<file path="src/rtl/eq2_sweep_ctrl.sv">
// Self-test sweep controller for a W-bit equality comparator: drives every
// {a,b} pair, waits SETTLE cycles, samples aeqb and records mismatches.
module eq2_sweep_ctrl #(
  parameter int W      = 2,
  parameter int SETTLE = 4
) (
  input  logic           clk,
  input  logic           reset,
  input  logic           start,
  output logic [W-1:0]   a,
  output logic [W-1:0]   b,
  input  logic           aeqb,
  output logic           busy,
  output logic           done,
  output logic           pass,
  output logic [2*W:0]   err_cnt,
  output logic [2*W-1:0] first_err_vec,
  output logic           first_err_valid
);

  localparam logic [1:0] ST_IDLE   = 2'd0;
  localparam logic [1:0] ST_DRIVE  = 2'd1;
  localparam logic [1:0] ST_SAMPLE = 2'd2;
  localparam logic [1:0] ST_FINISH = 2'd3;

  localparam logic [7:0]   LP_SETTLE_LAST = 8'(SETTLE - 1);
  localparam logic [2*W-1:0] LP_VEC_ONE   = 1;
  localparam logic [2*W:0]   LP_ERR_ONE   = 1;

  logic [1:0]     r_state;
  logic [2*W-1:0] r_vec;
  logic [7:0]     r_cnt;
  logic [2*W:0]   r_err;
  logic [2*W-1:0] r_first;
  logic           r_first_valid;
  logic           r_pass;

  logic w_exp;
  logic w_mis;
  logic w_last;

  assign a = r_vec[2*W-1:W];
  assign b = r_vec[W-1:0];

  // Expected result comes from the registered operands, so it is stable in SAMPLE.
  assign w_exp  = (a == b);
  assign w_mis  = (aeqb != w_exp);
  assign w_last = &r_vec;

  assign busy            = (r_state == ST_DRIVE) || (r_state == ST_SAMPLE);
  assign done            = (r_state == ST_FINISH);
  assign pass            = r_pass;
  assign err_cnt         = r_err;
  assign first_err_vec   = r_first;
  assign first_err_valid = r_first_valid;

  always_ff @(posedge clk or posedge reset) begin
    if (reset) begin
      r_state       <= ST_IDLE;
      r_vec         <= '0;
      r_cnt         <= '0;
      r_err         <= '0;
      r_first       <= '0;
      r_first_valid <= 1'b0;
      r_pass        <= 1'b0;
    end else begin
      case (r_state)
        ST_IDLE: begin
          if (start) begin
            r_state       <= ST_DRIVE;
            r_vec         <= '0;
            r_cnt         <= '0;
            r_err         <= '0;
            r_first_valid <= 1'b0;
            r_pass        <= 1'b0;
          end
        end
        ST_DRIVE: begin
          r_cnt <= r_cnt + 8'd1;
          if (r_cnt == LP_SETTLE_LAST) begin
            r_state <= ST_SAMPLE;
          end
        end
        ST_SAMPLE: begin
          if (w_mis) begin
            r_err <= r_err + LP_ERR_ONE;
            if (!r_first_valid) begin
              r_first       <= r_vec;
              r_first_valid <= 1'b1;
            end
          end
          if (w_last) begin
            r_state <= ST_FINISH;
          end else begin
            r_vec   <= r_vec + LP_VEC_ONE;
            r_cnt   <= '0;
            r_state <= ST_DRIVE;
          end
        end
        default: begin
          // r_err already includes the final sample taken in the previous cycle.
          r_pass  <= (r_err == '0);
          r_state <= ST_IDLE;
        end
      endcase
    end
  end

endmodule

</file>
<file path="config.mk">
export PLATFORM = sky130hd
export DESIGN_NAME = eq2_sweep_ctrl
export DESIGN_NICKNAME = d
export VERILOG_FILES = /design/src/rtl/eq2_sweep_ctrl.sv
export SDC_FILE = /design/constraint.sdc
export NUM_CORES = 1
export LEC_CHECK = 0
export CAP_MARGIN = 0
export CORE_MARGIN = 1
export CORE_UTILIZATION = 55
export CTS_BUF_LIST = sky130_fd_sc_hd__clkbuf_8
export DETAILED_ROUTE_END_ITERATION = 7
export GPL_ROUTABILITY_DRIVEN = 0
export PLACE_DENSITY = 0.8
export SYNTH_ARGS = -nofsm -noshare
export SYNTH_HDL_FRONTEND = slang
export SYNTH_SLANG_ARGS = --single-unit
</file>
<file path="constraint.sdc">
create_clock -name clk -period 4.8 [get_ports clk]
set_input_delay 0.48 -clock clk [delete_from_list [all_inputs] [get_ports clk]]
set_output_delay 0.48 -clock clk [all_outputs]
set_load 0.02 [all_outputs]
</file>
-- Word level (Yosys, flattened, before mapping)
Index checks and enable logic that the tools add are counted.
- latch bits: 0
- memory bits (writable): 0
- word-level logic and storage cells: 52
- flip-flop bits (word level): 25
- memories kept: 0
- input bits: 4
- ROM bits: 0
- output and inout port bits: 17
- divide/modulo/power cells: 0
- reduce and logical (&&, ||, !) cells: 13
- $add $sub $neg: 3
- multiplexer cells: 17
- bitwise gates (word level): 2
- $lt $le $gt $ge: 0
- shifts and indexed selects: 0
- $mul: 0
- equality and inequality tests: 10
- operator list (operator ; number):
    $pmux W8 S3 ; 1
    $mux W8 ; 2
    $reduce_and A3 Y1 ; 4
    $mux W5 ; 2
    $pmux W5 S2 ; 1
    $add A8 B1 Y8 const B ; 1
    $eq A8 B2 Y1 const B ; 1
    $mux W4 ; 2
    $pmux W4 S2 ; 1
    $mux W2 ; 3
    $ne A2 B2 Y1 const B ; 3
    $pmux W2 S3 ; 1
    $add A5 B1 Y5 const B ; 1
    $logic_not A5 Y1 ; 1
    $add A4 B1 Y4 const B ; 1
    $eq A2 B2 Y1 const B ; 2
    $pmux W1 S2 ; 2
    $reduce_and A2 Y1 ; 2
    $reduce_and A4 Y1 ; 1
    $reduce_bool A3 Y1 ; 1
    $eq A2 B1 Y1 const B ; 1
    $eq A2 B2 Y1 ; 1
    $logic_not A2 Y1 ; 1
    $mux W1 ; 2
    6 further kinds ; 7

-- Longest topological paths before layout
Gate-level depths: netlist (run 1).
- word-level depth: 4
- gate-level depth with buffers: 9
- depth with buffers taken out: 7

-- Least setup slack after synthesis (run 1)
Ideal clock, no wire load.
- path type: flip-flop to flip-flop
- from: reg r_state[0]
- to: reg r_cnt[6]
- setup time: 125 ps
- required time: 4675 ps
- data arrival time: 1697 ps
- buffers on the path: 2
- cell stages (with the launch flop): 10
- clock period less this slack: 1822 ps
- setup slack: 2978 ps
- cell sequence: dfrtp_1 inv_1 ha_1 nor2b_1 buf_2 or3_1 clkbuf_1 a21o_1 nand2_1 o31ai_1
- word-level cells in the longest chain between the ends: 3
- elaborated cells on any way between the ends: 8
- classes of those cells: 4 x eq/ne; 1 x mux; 3 x reduce/logical
- ends and longest elaborated chain (element ; line ; text):
    start: declaration ; 30 ; logic [1:0] r_state;
    start signal: assignment ; 59 ; r_state <= ST_IDLE;
    start signal: assignment ; 70 ; r_state <= ST_DRIVE;
    start signal: assignment ; 81 ; r_state <= ST_SAMPLE;
    $eq A2 B2 Y1 (tied with other cells) ; 67 ; case (r_state)
    $ne A2 B2 Y1 (no line) or $reduce_bool A3 Y1 (tied branches) ; - ;
    $reduce_and A3 Y1 (no line) ; - ;
    end signal: assignment ; 79 ; r_cnt <= r_cnt + 8'd1;
    end: declaration ; 32 ; logic [7:0] r_cnt;
Several ways; a longest one is shown, not always the timed one.
A chain may end at the register's enable or synchronous reset.

-- Worst setup path in the final report (run 1)
- from: reg r_state[0]
- to: reg r_cnt[7]
Same word-level chain as after synthesis.

==> results of run 1 <==
-- layout by cell type, fill, tap and decap left out, types with 2 or more instances in the layout --
cell,netlist,routed
dfrtp_1,25,25
clkdlybuf4s50_1,0,20
nand2_1,19,19
o21ai_0,17,17
nand3_1,13,13
ha_1,9,9
inv_1,8,8
a21oi_1,7,7
nor2_1,6,6
mux2_2,4,4
o31ai_1,4,4
nand2b_1,3,3
xor2_1,3,3
o211ai_1,3,3
or3_1,3,3
clkbuf_8,0,3
nand3b_1,2,2
and3_1,2,2
mux2i_1,2,2
o31a_1,2,2
nor3_1,2,2
or4_1,2,2
-- how the worst max path moves through the flow --
stage / start / end / slack (ns) / cells past startpoint
floorplan: r_state[0] / r_cnt[6] / 2.98 / 9
global placement: start / r_cnt[7] / 2.67 / 6
detailed placement: start / r_cnt[7] / 2.58 / 6
CTS: r_state[0] / r_cnt[7] / 2.60 / 7
global route: r_state[0] / r_cnt[7] / 2.40 / 7
finish: r_state[0] / r_cnt[7] / 2.57 / 7
-- worst reg2reg max path: stages, from the launching register on --
cell,delay (ns)
dfrtp_1,0.40
inv_1,0.10
ha_1,0.43
and4_2,0.33
nor3_2,0.26
nand2_1,0.21
or3_1,0.35
o21ai_0,0.07
-- flip-flops by register name (all words and copies together) (netlist names) --
register	count
first_err_valid	1
r_vec	4
err_cnt	5
r_cnt	8
pass	1
r_state	2
first_err_vec	4
-- cell families after synthesis --
family                   after synthesis
XOR/XNOR                               4
AND/OR/NAND/NOR                       61
adder cells (fa/ha/maj)                9
multiplexers                           6
buffers and inverters                 12
flip-flops                            25
AO/OA/AOI/OAI                         40
-- metal layers --
metal	wire length [um]	up-vias
met1	1480	622
met5	0	-
li1	-	610
met3	141	2
met4	10	0
met2	1470	32
-- where the power goes --
group / leakage [nW] / switching, mW / internal, mW
logic: 0.407 / 0.329 / 0.238
registers: 0.338 / 0.0622 / 0.260
clock network: 0.0217 / 0.0690 / 0.0588
total: 0.767 / 0.460 / 0.557
-- through the flow --
stage,cells,hold slack [ns],utilization
floorplan,157,0.475,-
global placement,203,0.491,0.676
detailed placement,203,0.500,0.676
CTS,207,0.526,0.696
global route,207,0.539,0.696
finish,207,0.516,0.696
-- area by class of cell --
type	instances	area [um^2]	share of cell area
clock buffers	3	41.3	0.0237
clock inverters	1	7.51	0.00432
inverters	8	30.0	0.0173
multi-input cells	120	797	0.458
flip-flops and latches	25	626	0.360
well taps	30	37.5	0.0216
repair buffers	20	200	0.115
==> out/metrics.cfg, run 1 <==
[place]
post-place-ws_ns = 2.58
dpl_cell_area_mm2 = 0.00169
dpl.hpwl_um = 2230
numPortBuffers = 20

[synthesis]
ys_top_cells_by_count = dfrtp_1 (25), nand2_1 (19), o21ai_0 (17)
synth_compound_area_frac = 0.170
async_flop_share = 1.00
yosysMostFrequentCell = dfrtp_1
synth.net_count = 170
synth-simple-area-share = 0.223
yosys.area_share.adder = 0.0767
synth_warnings = 0
synth_xor_area_frac = 0.0290
yosysSeqAreaShare = 0.426
synth-seq-cells = 25
netlist-cell-type-count = 39
synth_edf_count = 0
ys_top_cells_by_area = dfrtp_1 (43%), ha_1 (7.7%), o21ai_0 (5.8%)
syn_area_mm2 = 0.00147
synth_top_cell_area_share = 0.426
synth_flop_cell = dfrtp_1
synth.area.mux_share = 0.0443
syn_area_per_cell_um2 = 9.36
synthCells = 157
synth_top_family_by_area = simple AND/OR/NAND/NOR gates
synth.largest_area_cell = dfrtp_1

[pwr]
p_leak_nw = 0.767
ir_drop_uv = 508
p_total_mw = 1.02
p_per_area_mw_per_mm2 = 585

[route]
vias = 1266
vias_per_cell = 6.12
wirelength_um = 3100
drc = 0
wl_per_cell_um = 15.0
drtIter0Drc = 36
drtPass1Iterations = 4
ant_nets = 0

[job]
maxCapViolCount = 0

[grt]
grt-ovfl-total = 0
met2_usage = 0.383
use_met3 = 0.0339
use_met1 = 0.356
grt_pass1_vias = 1147
grt_start_max_net_pins = 26
track_usage = 0.245
antenna_found_initial = 0
grt_pass1_wl_um = 5160
top_usage_layer = met2

[cells_and_area]
nNetsFinal = 191
fill_cells = 193
num_antenna_cells = 0
final_area_mm2 = 0.00174
area_growth_pct = 18.4
drive_gt1_frac = 0.0791

[setup_path]
cpPeakStageDelay_ns = 0.43
crit_slowest_cell = ha_1
crit_family = simple AND/OR/NAND/NOR gates
cp_data_required_time_ns = 4.99
critPathBufInv = 1
setup.worst_path.start_class = flop
reg2reg_depth = 7
cp_cell_sequence = inv_1 -> ha_1 -> and4_2 -> nor3_2 -> nand2_1 -> or3_1 -> o21ai_0
r2r-start = r_state[0]
crit_path_max_fanout = 22
r2r-end = r_cnt[7]
crit_arrival_ns = 2.42
critPathCaptureType = flop
rrSetupSlack_ns = 2.57
critPathKind = flop to flop

[clock_tree]
clock_latency_ns = 0.27
clock_sinks = 25
cts_max_path_buffers = 2
cts_tree = yes
cts_made_buffers = 3
cts-root-buf = clkbuf_8
htreeDepth = 1
postCtsHoldBufs = 0
clk_pin_slew_ns = 0.09
post_cts_buffers = 0
ctsResizeCount = 0

[die]
dieArea_mm2 = 0.00288
io_pins = 21
placementRows = 18
die_y_um = 53.7
core-area_mm2 = 0.00250
fp.dieW_um = 53.7
start_util = 0.588

[sta]
finalCriticalPeriod_ns = 2.23
rsz0062_at_grt = false
setup_tns_ns = 0
fin_crit_sh = 0.464
fin_ws_ns = 2.57
worstMarginPinSlew_ns = 0.912
clock_skew_ns = 0.00252
fmax_ghz = 0.449
relSlewSlack = 0.391
hold_viol = 0
setup_viol = 0
slew_viol_final = 0

[run_status]
status = finished, final reports clean

[hold_path]
hold_depth = 1
hold_path.class = flop to flop
hp-start = first_err_vec[2]
holdPathEnd = first_err_vec[2]

(Power assumes the default switching activity.)
==> run 2, diff against run 1 <==
==> constraint.sdc (replaced) <==
create_clock -name clk -period 2.1 [get_ports clk]
set_input_delay 0.21 -clock clk [delete_from_list [all_inputs] [get_ports clk]]
set_output_delay 0.21 -clock clk [all_outputs]
set_load 0.02 [all_outputs]
==> run 2 against run 1 <==
  * Register-to-register slack worse by 2.5 ns
  * Worst setup slack worse by 2.5 ns
  * Critical path depth stayed put
  * Sequential power is 120% higher
  * Hold slack worse by 0.24 ns
==> out/metrics.cfg, run 2 (synthesized netlist as in run 1, its figures left out) <==
[run_status]
status = finished, final reports clean  ; unchanged

[place]
numPortBuffers = 20  ; unchanged
dpl.hpwl_um = 2470  ; was 2230 um
dpl_cell_area_mm2 = 0.00174  ; was 0.00169 mm^2
post-place-ws_ns = 0.101  ; was 2.58 ns

[cells_and_area]
final_area_mm2 = 0.00180  ; was 0.00174 mm^2
fill_cells = 180  ; was 193
area_growth_pct = 22.6  ; was 18.4%
regMostFlops = r_cnt  ; unchanged
layout_common_cells = dfrtp_1 (25), clkdlybuf4s50_1 (20), nand2_1 (19)  ; unchanged
num_antenna_cells = 0  ; unchanged
final_common_cell = dfrtp_1  ; unchanged
drive_gt1_frac = 0.120  ; was 0.0791
largest_reg_flops = 8  ; unchanged
fin_util = 0.720  ; was 0.696
nNetsFinal = 198  ; was 191

[pwr]
p_int_mw = 1.37  ; was 557 uW
switching_share = 0.441  ; was 0.452
power_frac_clock = 0.120  ; was 0.126
p_comb_frac = 0.587  ; was 0.557
p_leak_nw = 0.806  ; was 0.767 nW
p_per_area_mw_per_mm2 = 1360  ; was 585 mW/mm^2
p_total_mw = 2.45  ; was 1.02 mW
switching_power_mw = 1.08  ; was 460 uW
p_seq_frac = 0.293  ; was 0.317
ir_drop_uv = 1050  ; was 508 uV

[setup_path]
reg2reg_depth = 7  ; unchanged
r2r-end = r_cnt[7]  ; unchanged
crit_start = r_state[0]  ; unchanged
crit_arrival_ns = 2.18  ; was 2.42 ns
critPathKind = flop to flop  ; unchanged
critPathCaptureType = flop  ; unchanged
endpoint = r_cnt[7]  ; unchanged
crit_path_max_fanout = 10  ; was 22
setup.worst_path.start_class = flop  ; unchanged
r2r-start = r_state[0]  ; unchanged
cp_data_required_time_ns = 2.29  ; was 4.99 ns
rrSetupSlack_ns = 0.11  ; was 2.57 ns

[sta]
setup_tns_ns = 0  ; unchanged
slew_viol_final = 0  ; unchanged
fin_ws_ns = 0.114  ; was 2.57 ns
clock_skew_ns = 0.00512  ; was 0.00252 ns
worstMarginPinSlew_ns = 0.484  ; was 0.912 ns
fin_crit_sh = 0.946  ; was 0.464
rsz0062_at_grt = true  ; was false
fmax_ghz = 0.504  ; was 0.449 GHz
setup_viol = 0  ; unchanged
relSlewSlack = 0.674  ; was 0.391
hold_viol = 0  ; unchanged
finalCriticalPeriod_ns = 1.99  ; was 2.23 ns

[grt]
antenna_found_initial = 0  ; unchanged
grt-ovfl-total = 0  ; unchanged
grt_pass1_vias = 1170  ; was 1147
track_usage = 0.256  ; was 0.245
grt_start_max_net_pins = 26  ; unchanged
grt_pass1_wl_um = 5310  ; was 5160 um

[route]
drc = 0  ; unchanged
drtIter0Drc = 52  ; was 36
wirelength_um = 3300  ; was 3100 um
ant_nets = 0  ; unchanged
wl_per_cell_um = 15.4  ; was 15.0 um
vias_per_cell = 5.84  ; was 6.12
vias = 1249  ; was 1266
drtPass1Iterations = 4  ; unchanged

[die]
start_util = 0.588  ; unchanged
placementRows = 18  ; unchanged
io_pins = 21  ; unchanged
fp.dieW_um = 53.7  ; unchanged
dieArea_mm2 = 0.00288  ; unchanged
core-area_mm2 = 0.00250  ; unchanged
die_y_um = 53.7  ; unchanged

[clock_tree]
post_cts_buffers = 0  ; unchanged
cts_max_path_buffers = 2  ; unchanged
cts-root-buf = clkbuf_8  ; unchanged
clk_pin_slew_ns = 0.09  ; about the same
cts_made_buffers = 3  ; unchanged
cts_tree = yes  ; unchanged
htreeDepth = 1  ; unchanged
clock_latency_ns = 0.27  ; about the same
ctsResizeCount = 0  ; unchanged
clock_sinks = 25  ; unchanged
postCtsHoldBufs = 0  ; unchanged

[hold_path]
hold_path.class = input port to asynchronous set/reset pin  ; was flop to flop

[job]
maxCapViolCount = 0  ; unchanged

run 2: cell count changes in the layout (fill, tap and decap cells not counted), sizes merged:
cell | before | now
buf | 0 | 7
run 2: worst max-delay path, cell delays in order, from the launching register on:
cell	delay, ns
dfrtp_1	0.40
inv_1	0.10
ha_1	0.32
and4_2	0.27
nor3_4	0.20
nand2_1	0.19
or3_1	0.35
o21ai_0	0.08
run 2: power by group through the flow:
| stage | sequential [mW] | clock [mW] | combinational, mW |
|---|---|---|---|
| final | 0.717 | 0.294 | 1.44 |
| after global routing | 0.732 | 0.318 | 1.57 |
| after floorplan | 0.814 | 0 | 0.808 |
| after CTS | 0.714 | 0.297 | 1.42 |
| after global placement | 0.713 | 0 | 1.39 |
| after detailed placement | 0.722 | 0 | 1.41 |
run 2: layer usage:
layer / share of wire / vias up / global-route usage / routed length (um)
met3: 0.042 / 5 / 0.0508 / 140
met1: 0.47 / 592 / 0.332 / 1560
li1: - / 619 / - / -
met4: 0.0085 / 0 / 0.0702 / 28
met5: 0 / - / 0 / 0
met2: 0.48 / 33 / 0.428 / 1570
run 2: final cells by class:
cell class | count | area [um^2] | share of cell area
clock buffers | 3 | 41.3 | 0.0229
clock inverters | 1 | 7.51 | 0.00417
inverters | 8 | 30.0 | 0.0167
multi-input cells | 120 | 806 | 0.448
flip-flops and latches | 25 | 626 | 0.347
well taps | 30 | 37.5 | 0.0208
repair buffers | 27 | 253 | 0.140
run 2: how the worst min path moves through the flow:
stage	start	end	slack, ns	cells past startpoint
after global routing	reset	r_vec[1]	0.33	3
after detailed placement	first_err_vec[2]	first_err_vec[2]	0.50	1
after global placement	first_err_vec[3]	first_err_vec[3]	0.49	1
final	reset	first_err_valid	0.27	3
after CTS	reset	first_err_vec[2]	0.28	3
after floorplan	reset	err_cnt[0]	0.24	1
run 2: per-stage QoR:
stage | hold slack, ns | std cells
after floorplan | 0.237 | 157
after global placement | 0.494 | 210
after detailed placement | 0.503 | 210
after CTS | 0.284 | 214
after global routing | 0.332 | 214
final | 0.273 | 214
